--- src/rtl/io_timer_unit.sv ---
// io_timer_unit: memory-mapped RISC-V machine timer.
// Holds the 64-bit mtime counter and the mtimecmp compare register, each accessed as two
// 32-bit halves, and drives the machine timer interrupt level.
//
// Ports:
//   clk            system clock
//   rst            synchronous active-high reset
//   wrEnable       write strobe
//   wrAddr         0 = mtime.low, 1 = mtime.hi, 2 = mtimecmp.low, 3 = mtimecmp.hi
//   wrData         write data
//   rdEnable       read strobe
//   rdAddr         read target, same encoding as wrAddr
//   rdData         registered read data, held when no read is issued
//   rdValid        rdData valid this cycle
//   timerInterrupt registered level, 1 while mtime >= mtimecmp
//   mtimeOut       current mtime value for the time CSR
module io_timer_unit #(
  parameter int unsigned TICK_DIVIDER = 1
) (
  input  logic        clk,
  input  logic        rst,
  input  logic        wrEnable,
  input  logic [1:0]  wrAddr,
  input  logic [31:0] wrData,
  input  logic        rdEnable,
  input  logic [1:0]  rdAddr,
  output logic [31:0] rdData,
  output logic        rdValid,
  output logic        timerInterrupt,
  output logic [63:0] mtimeOut
);

  typedef logic [31:0] DataPath;

  typedef union packed {
    logic [63:0] raw;
    struct packed {
      DataPath hi;
      DataPath low;
    } split;
  } TimerRegisterPath;

  localparam logic [15:0] DivLast = 16'(TICK_DIVIDER - 1);

  TimerRegisterPath mtimeQ;
  TimerRegisterPath mtimecmpQ;
  logic [15:0]      divCountQ;

  logic    tick;
  logic    mtimeWrite;
  logic    mtimecmpWrite;
  DataPath rdSel;

  always_comb begin
    tick          = (divCountQ == DivLast);
    mtimeWrite    = wrEnable && !wrAddr[1];
    mtimecmpWrite = wrEnable && wrAddr[1];
    rdSel         = '0;
    unique case (rdAddr)
      2'd0: rdSel = mtimeQ.split.low;
      2'd1: rdSel = mtimeQ.split.hi;
      2'd2: rdSel = mtimecmpQ.split.low;
      2'd3: rdSel = mtimecmpQ.split.hi;
      default: rdSel = '0;
    endcase
  end

  always_ff @(posedge clk) begin
    if (rst) begin
      mtimeQ.raw     <= '0;
      mtimecmpQ.raw  <= '1;
      divCountQ      <= '0;
      rdData         <= '0;
      rdValid        <= 1'b0;
      timerInterrupt <= 1'b0;
    end else begin
      // An mtime write suppresses this cycle's increment and restarts the divider period.
      if (mtimeWrite) begin
        if (wrAddr[0]) begin
          mtimeQ.split.hi <= wrData;
        end else begin
          mtimeQ.split.low <= wrData;
        end
        divCountQ <= '0;
      end else begin
        if (tick) begin
          mtimeQ.raw <= mtimeQ.raw + 64'd1;
          divCountQ  <= '0;
        end else begin
          divCountQ <= divCountQ + 16'd1;
        end
      end

      if (mtimecmpWrite) begin
        if (wrAddr[0]) begin
          mtimecmpQ.split.hi <= wrData;
        end else begin
          mtimecmpQ.split.low <= wrData;
        end
      end

      // rdSel reflects pre-update register contents, so a same-cycle write is not seen.
      rdValid <= rdEnable;
      if (rdEnable) begin
        rdData <= rdSel;
      end

      timerInterrupt <= (mtimeQ.raw >= mtimecmpQ.raw);
    end
  end

  assign mtimeOut = mtimeQ.raw;

endmodule
--- config.mk ---
export PLATFORM = sky130hd
export DESIGN_NAME = io_timer_unit
export DESIGN_NICKNAME = d
export VERILOG_FILES = /design/src/rtl/io_timer_unit.sv
export SDC_FILE = /design/constraint.sdc
export NUM_CORES = 1
export LEC_CHECK = 0
export CAP_MARGIN = 20
export CORE_ASPECT_RATIO = 1.5
export CORE_UTILIZATION = 24
export DETAILED_ROUTE_END_ITERATION = 8
export SYNTH_ARGS = -nofsm -noshare
export SYNTH_HDL_FRONTEND = slang
export SYNTH_SLANG_ARGS = --single-unit
--- constraint.sdc ---
create_clock -name clk -period 2.4 [get_ports clk]
set_input_delay 0.48 -clock clk [delete_from_list [all_inputs] [get_ports clk]]
set_output_delay 0.48 -clock clk [all_outputs]
set_load 0.1 [all_outputs]
==> After elaboration in Yosys (flattened, before gate mapping) <==
Cells that the tools add are included.
{ "word_totals": {"out_inout_bits": 98, "register_bits": 178, "word_cells": 33} }
{ "classes": {"mux": 5, "order_cmp": 1, "n_bitwise": 1, "n_reduce_logical": 11, "addsub": 2, "n_eq_ne": 5} }
{ "op_table": {"columns": ["cell", "count"], "rows": [
  ["2-to-1 mux 64 bit", 2],
  ["one-hot mux 32 bit (4 select lines)", 1],
  ["adder 64 x 1 -> 64 bit, second input constant", 1],
  [">= comparator 64 bit", 1],
  ["2-to-1 mux 32 bit", 2],
  ["adder 16 x 1 -> 16 bit, second input constant", 1],
  ["zero test 16 bit", 1],
  ["AND reduction 2 bit", 4],
  ["== test 2 bit, second input constant", 2],
  ["!= test 2 bit, second input constant", 2],
  ["OR reduction 3 bit", 1],
  ["== test 2 x 1 -> 1 bit, second input constant", 1],
  ["logical AND 1 bit", 2],
  ["zero test 2 bit", 1],
  ["nonzero test 2 bit", 1],
  ["zero test 1 bit", 1],
  ["inverter 1 bit", 1]
]} }

==> Logic depth before layout (Yosys ltp) <==
Gate-level depths: netlist of run 1.
{ "depth": {"word_depth": 4, "depth_mapped": 10} }

==> Worst setup path after synthesis of run 1 <==
Ideal clock, no wire load.
{ "synth_timing": {"kind": "register -> register", "from": "register mtimeQ (netlist bit mtimeOut[1])", "to": "register mtimeQ (netlist bit mtimeOut[60])", "setup_slack_ns": -0.664, "stages_incl_launch_ff": 9, "n_path_buf": 0, "t_required_ns": 2.272, "synth_period_minus_slack_ns": 3.064, "t_arrival_ns": 2.937, "path_cell_list": "dfxtp_1 > ha_1 > nand3_1 > nor3_1 > nand4_1 > or4_1 > a21o_1 > a221oi_1 > nor2_1"} }
{ "synth_via": {"elab_chain_cells": 3} }
{ "synth_lines": {"columns": ["element", "line", "text"], "rows": [
  ["from (decl)", "45", "TimerRegisterPath mtimeQ;"],
  ["adder 64 x 1 -> 64 bit", "87", "mtimeQ.raw <= mtimeQ.raw + 64'd1;"],
  ["2-to-1 mux 64 bit", "86", "if (tick) begin"],
  ["2-to-1 mux 64 bit", "78", "if (mtimeWrite) begin"]
]} }
No other way between the ends. The select of a mux whose other input is x is not followed.
A chain may end at the register's enable or synchronous reset.

==> Worst setup path after layout of run 1 <==
{ "layout_timing": {"from": "register mtimeQ (netlist bit mtimeOut[35])", "to": "register mtimeQ (netlist bit mtimeOut[51])"} }
Same word-level chain as after synthesis.

==> results.toml, run 1 <==
[global_routing]
antenna_found_initial = 0
grt_use_total = 0.176
grt_pass1_vias = 10300
grt_overflow_total = 0
grt_pass1_wl_mm = 60.4
grt_max_degree = 103

[drt]
vias_per_cell = 5.05
wire_per_inst_um = 19.3
drc = 0
ant_nets = 0
num_vias = 10320
drtPass1Iterations = 5
first_iter_violations = 621
routed_wl_mm = 39.4

[sta]
rsz0062_at_grt = "true"
setup_viol = 0
final_hold_viol_count = 0
fin_skew_ns = 0.0101
min_period_ns = 2.38
max_freq_mhz = 420
fin_crit_sh = 0.992
slew_headroom = 0.521
slew_viol_final = 0
tightest_slew_ns = 0.710

[placement]
io_buffers = 137
routabilityCongestion = 0.890
detailed_place.area_sq_mm = 0.0131
dp.cells = 2010
hpwl_mm = 29.9

[yosys]
synth_compound_area_frac = 0.166
synth_fp_nets = 1386
synthAdderAreaFrac = 0.0794
yosysTopAreaCell = "dfxtp_1"
synth_warnings = 0
yosysSeqAreaShare = 0.338
avgSynthCellArea_sq_um = 8.25
synthTopCellsByArea = "dfxtp_1, ha_1, mux4_2"
synth-edff-count = 0
syn_inst = 1279
synth.area.mux_share = 0.106
synthSimpleGateAreaFrac = 0.245
synth-async-reset-ratio = 0
yosysTopAreaCellShare = 0.338
synth_top_family_by_area = "simple AND/OR/NAND/NOR gates"
yosys_most_used_dff = "dfxtp_1"
post-synth-top-count-cell = "dfxtp_1"
syn_area_sq_mm = 0.0106
yosys-top-cells-count = "dfxtp_1, nand2_1, nor2_1"
synth.distinct_cells = 65
ys_seq_elements = 178
synth_xor_xnor_area_share = 0.0116

[clock_network]
clockBufferDepth = 2
hold_buffers = 0
root_buffer = "clkbuf_16"
cts_tree = "done"
clock_sinks = 178
htreeDepth = 4
cts_buffers = 17
clk_latency_ns = 0.46
clk_pin_slew_worst_paths_ns = 0.07

[cells_and_area]
fin_nets = 1569
drive_above_1_share = 0.244
insertedDiodeCount = 0
fin_cells = 2045
final_core_util = 0.321
fin_area_sq_mm = 0.0139
area_growth_pct = 31.4

[setup_path]
r2r_start = "mtimeOut[35]"
endpoint_kind = "flip-flop"
setup.worst_path.start_class = "flip-flop"
required_ns = 2.78
reg2reg_setup_slack_ns = 0.02
rr_endpoint = "mtimeOut[51]"
critPathArrivalTime_ns = 2.76
critical_path_class = "flip-flop to flip-flop"
r2r_cells = 7
worstPathMaxFanout = 8

[pwr]
max-vdd-ir-drop_mv = 0.476
power_density_mw_per_mm2 = 591
p_total_mw = 8.19
leakagePower_nw = 6.22

[min_path]
hold_start = "rst"
hp-class = "input pin to flip-flop"
whs_path_depth = 2
hold-path-endpoint = "rdData[23]"

[die]
top_level_ports = 138
core_area_sq_mm = 0.0432
dieWidth_um = 173
rows = 93
initial_core_util = 0.245
dieArea_sq_mm = 0.0448
dieHeight_um = 259

[run_status]
status = "finished, final reports clean"

[job]
max_cap_violations = 0
-- layer usage --
| layer | share of wire | vias up | track usage | wire, um |
|---|---|---|---|---|
| li1 | - | 4975 | - | - |
| met1 | 0.41 | 4996 | 0.201 | 16300 |
| met2 | 0.52 | 279 | 0.321 | 20400 |
| met3 | 0.040 | 70 | 0.0279 | 1570 |
| met4 | 0.030 | 0 | 0.0740 | 1200 |
| met5 | 0 | - | 0 | 0 |
-- sequential cells by signal, indices dropped and copies added, names as in the netlist --
name and flops:
timerInterrupt 1, rdData 32, divCountQ 16, mtimeOut 64, rdValid 1, mtimecmpQ 64
-- cell type report --
| class | count | area [sq um] |
|---|---|---|
| fillers | 4485 | 29300 |
| multi-input cells | 954 | 6530 |
| well taps | 570 | 713 |
| repair buffers | 238 | 2040 |
| clock inverters | 11 | 110 |
| inverters | 73 | 274 |
| clock buffers | 21 | 503 |
| flip-flops and latches | 178 | 3710 |
-- through the flow --
step	TNS [ns]	hold WS, ns	setup slack [ns]
2_1_floorplan	-0.00443	0.453	-0.00324
3_3_place_gp	-0.0211	0.467	-0.0211
3_5_place_dp	-0.111	0.479	-0.0845
4_1_cts	0	0.379	0.0229
5_1_grt	-0.0351	0.393	-0.0180
6_report	0	0.393	0.0192
-- cells by family after synthesis --
group	count (synthesis)
xor+xnor	14
flops	178
simple gates	538
fa+ha+maj	67
mux	71
compound gates	264
buf+inv	147
-- how the worst max path moves through the flow --
stage                       startpoint           end  slack [ns]
after global placement        wrEnable   mtimeOut[9]       -0.02
after global routing      divCountQ[1]  mtimeOut[17]       -0.02
after CTS                  mtimeOut[0]  mtimeOut[63]        0.02
after detailed placement      wrEnable  mtimeOut[17]       -0.08
after floorplan           mtimeOut[13]  mtimeOut[51]      -0.003
final                     mtimeOut[35]  mtimeOut[51]        0.02
-- where the power goes --
part           switching (mW)  internal [mW]
Sequential              0.174           3.10
Combinational            1.34          0.610
Clock                    1.33           1.63
Total                    2.85           5.34
-- timing repair --
item                       in CTS  in global routing
gates resized for setup         2                 22
pin swaps                       0                  3
setup buffers                   0                  2
cloned                          0                  1
setup endpoints to repair       2                 26
hold endpoints to repair        0                  0
-- critical path, stage by stage, from the launching register on --
cell and delay [ns]:
dfxtp_4 0.42, nand2_4 0.09, or3_4 0.40, or3_4 0.41, nor4_4 0.30, nand3_2 0.16, or4_4 0.42, o211ai_1 0.10
-- placed cells by master, fill, tap and decap left out, types with 10 or more instances in the layout --
cell	instances
buf_4	187
nand2_1	164
nor2_1	163
dfxtp_1	118
inv_1	73
a21oi_1	69
ha_1	66
o21ai_0	53
nand3_1	38
mux2i_1	38
clkdlybuf4s50_1	36
nand3b_1	33
dfxtp_2	33
a211o_1	32
mux4_2	31
nor3_1	30
nand4_1	30
dfxtp_4	27
clkbuf_16	20
a22oi_1	18
o31ai_1	12
a211oi_1	12
buf_12	12
and3_1	11
xor2_1	11
nor4_1	10
and2_1	10
a21o_1	10
(Power assumes the default switching activity.)
==> run 2: changes to the inputs <==
--- a/config.mk
+++ b/config.mk
@@ -6,9 +6,9 @@
 export NUM_CORES = 1
 export LEC_CHECK = 0
 export CAP_MARGIN = 20
-export CORE_ASPECT_RATIO = 1.5
-export CORE_UTILIZATION = 24
+export CORE_UTILIZATION = 51
 export DETAILED_ROUTE_END_ITERATION = 8
+export PLACE_DENSITY = 0.78
 export SYNTH_ARGS = -nofsm -noshare
 export SYNTH_HDL_FRONTEND = slang
 export SYNTH_SLANG_ARGS = --single-unit
==> run 2 against run 1 <==
Setup slack better by 0.060 ns. First-iteration DRC count grew 56%. Power fell by 3.4%. Via count grew 0.61%. Hold slack improved by 0.093 ns. Register-to-register slack better by 0.06 ns. Count of clock-buffer cells in the layout up 5. Largest cell class unchanged. Largest power group unchanged.
==> results.toml, run 2 (synthesis gave the netlist of run 1 again) <==
[placement]
io_buffers = 137
hpwl_mm = 23.4
detailed_place.area_sq_mm = 0.0126
routabilityCongestion = 0.923

[global_routing]
grt_overflow_total = 0
grt_pass1_vias = 10015
grt_use_total = 0.310
grt_pass1_wl_mm = 52.5
antenna_found_initial = 0
grt_max_degree = 87

[cells_and_area]
final_common_cell = "nand2_1"
insertedDiodeCount = 0
area_growth_pct = 25.8
fin_area_sq_mm = 0.0133
seq_area_sq_mm = 0.00370
multi_input_area_sq_mm = 0.00652
layout_common_cells = "nand2_1, nor2_1, buf_4, dfxtp_1, inv_1"
fill_cells = 1657
fin_nets = 1546
drive_above_1_share = 0.224

[setup_path]
endpoint_kind = "flip-flop"
setup.worst_path.start_class = "flip-flop"
slowest_stage = "dfxtp_2"
cp_slowest_stage_delay_ns = 0.33
cp_cell_sequence = "buf_4 -> ha_1 -> a21oi_1 -> nand2_1 -> a211oi_1 -> buf_4 -> nand3_2 -> a211oi_4 -> o21ai_1"
crit_top_cell = "buf_4"
worstPathMaxFanout = 7
required_ns = 2.70
critPathTopFamily = "compound AO/OA/AOI/OAI gates"
critPathArrivalTime_ns = 2.62
critical_path_class = "flip-flop to flip-flop"
cp.buffers_inverters = 2

[die]
dieHeight_um = 146
dieArea_sq_mm = 0.0213
dieWidth_um = 146
rows = 52
core_area_sq_mm = 0.0202
top_level_ports = 138
initial_core_util = 0.522

[clock_network]
clockBufferDepth = 2
clk_latency_ns = 0.43
cts_tree = "done"
clock_sinks = 178
cts_buffers = 17
root_buffer = "clkbuf_16"
htreeDepth = 4
clk_pin_slew_worst_paths_ns = 0.07
cts_setup_buffers = 0
hold_buffers = 0

[sta]
max_freq_mhz = 431
slew_viol_final = 0
setup_viol = 0
finalSetupTns_ns = 0
min_period_ns = 2.32
tightest_slew_ns = 0.487
slew_headroom = 0.672
final_hold_viol_count = 0
fin_skew_ns = 0.00815
rsz0062_at_grt = "true"
fin_crit_sh = 0.967

[drt]
ant_nets = 0
wire_per_inst_um = 18.9
routed_wl_mm = 32.6
first_iter_violations = 971
num_vias = 10383
vias_per_cell = 6.03
drtPass1Iterations = 6
drc = 0

[pwr]
max-vdd-ir-drop_mv = 0.493
leakagePower_nw = 6.06
power_density_mw_per_mm2 = 596

[min_path]
hp-class = "flip-flop to flip-flop"

[run_status]
status = "finished, final reports clean"

[job]
max_cap_violations = 0
## run 2: cell types whose count changed in the layout (fill, tap and decap cells not counted), sizes merged
cell,change
buf,-22
bufinv,-1
clkbuf,+4
inv,-4
## run 2: stage by stage
step                      setup WS [ns]  std cells  total power [mW]  hold WS, ns   util
final                            0.0795       1722              7.92        0.486  0.656
after global routing            -0.0342       1722              8.19        0.511  0.656
after CTS                       0.00546       1722              7.92        0.488  0.656
after detailed placement         -0.503       1690              5.22        0.476  0.625
after global placement           -0.430       1690              5.18        0.468  0.625
after floorplan                -0.00324       1279              4.66        0.453      -
## run 2: area by class of cell
class | instances | area share
inverter | 73 | 0.0206
sequential | 178 | 0.279
clock buffer | 26 | 0.0400
multi-input combinational | 954 | 0.491
timing repair buffer | 215 | 0.141
tap | 270 | 0.0254
clock inverter | 6 | 0.00311
## run 2: path summary, 6_finish.rpt
path                 startpoint        endpoint  cells past startpoint  slack [ns]
hold reg to reg   mtimecmpQ[22]   mtimecmpQ[22]                      2        0.49
hold / removal    mtimecmpQ[22]   mtimecmpQ[22]                      2        0.49
setup reg to reg   mtimeOut[22]  timerInterrupt                      9        0.08
setup / recovery   mtimeOut[22]  timerInterrupt                      9        0.08
## run 2: power by group
| part | internal [mW] | total (mW) | switching, mW |
|---|---|---|---|
| logic | 0.596 | 1.90 | 1.30 |
| clock network | 1.54 | 2.73 | 1.20 |
| registers | 3.11 | 3.29 | 0.180 |
## run 2: what timing repair did
item / 4_1_cts / 5_1_grt
pin swaps: 2 / 2
endpoints found under the setup margin: 1 / 10
resized for setup: 11 / 5
## run 2: layer usage
metal,wire [um],global-route usage,up-vias
met5,0,0,-
met4,1080,0.141,0
met3,2480,0.0577,81
met2,15300,0.506,446
met1,13700,0.397,4926
li1,-,-,4930
## run 2: tightest hold or removal path, delay by kind of cell, from the launching register on
family | cells | cell delay, ns
flops | 1 | 0.32
simple gates | 2 | 0.12
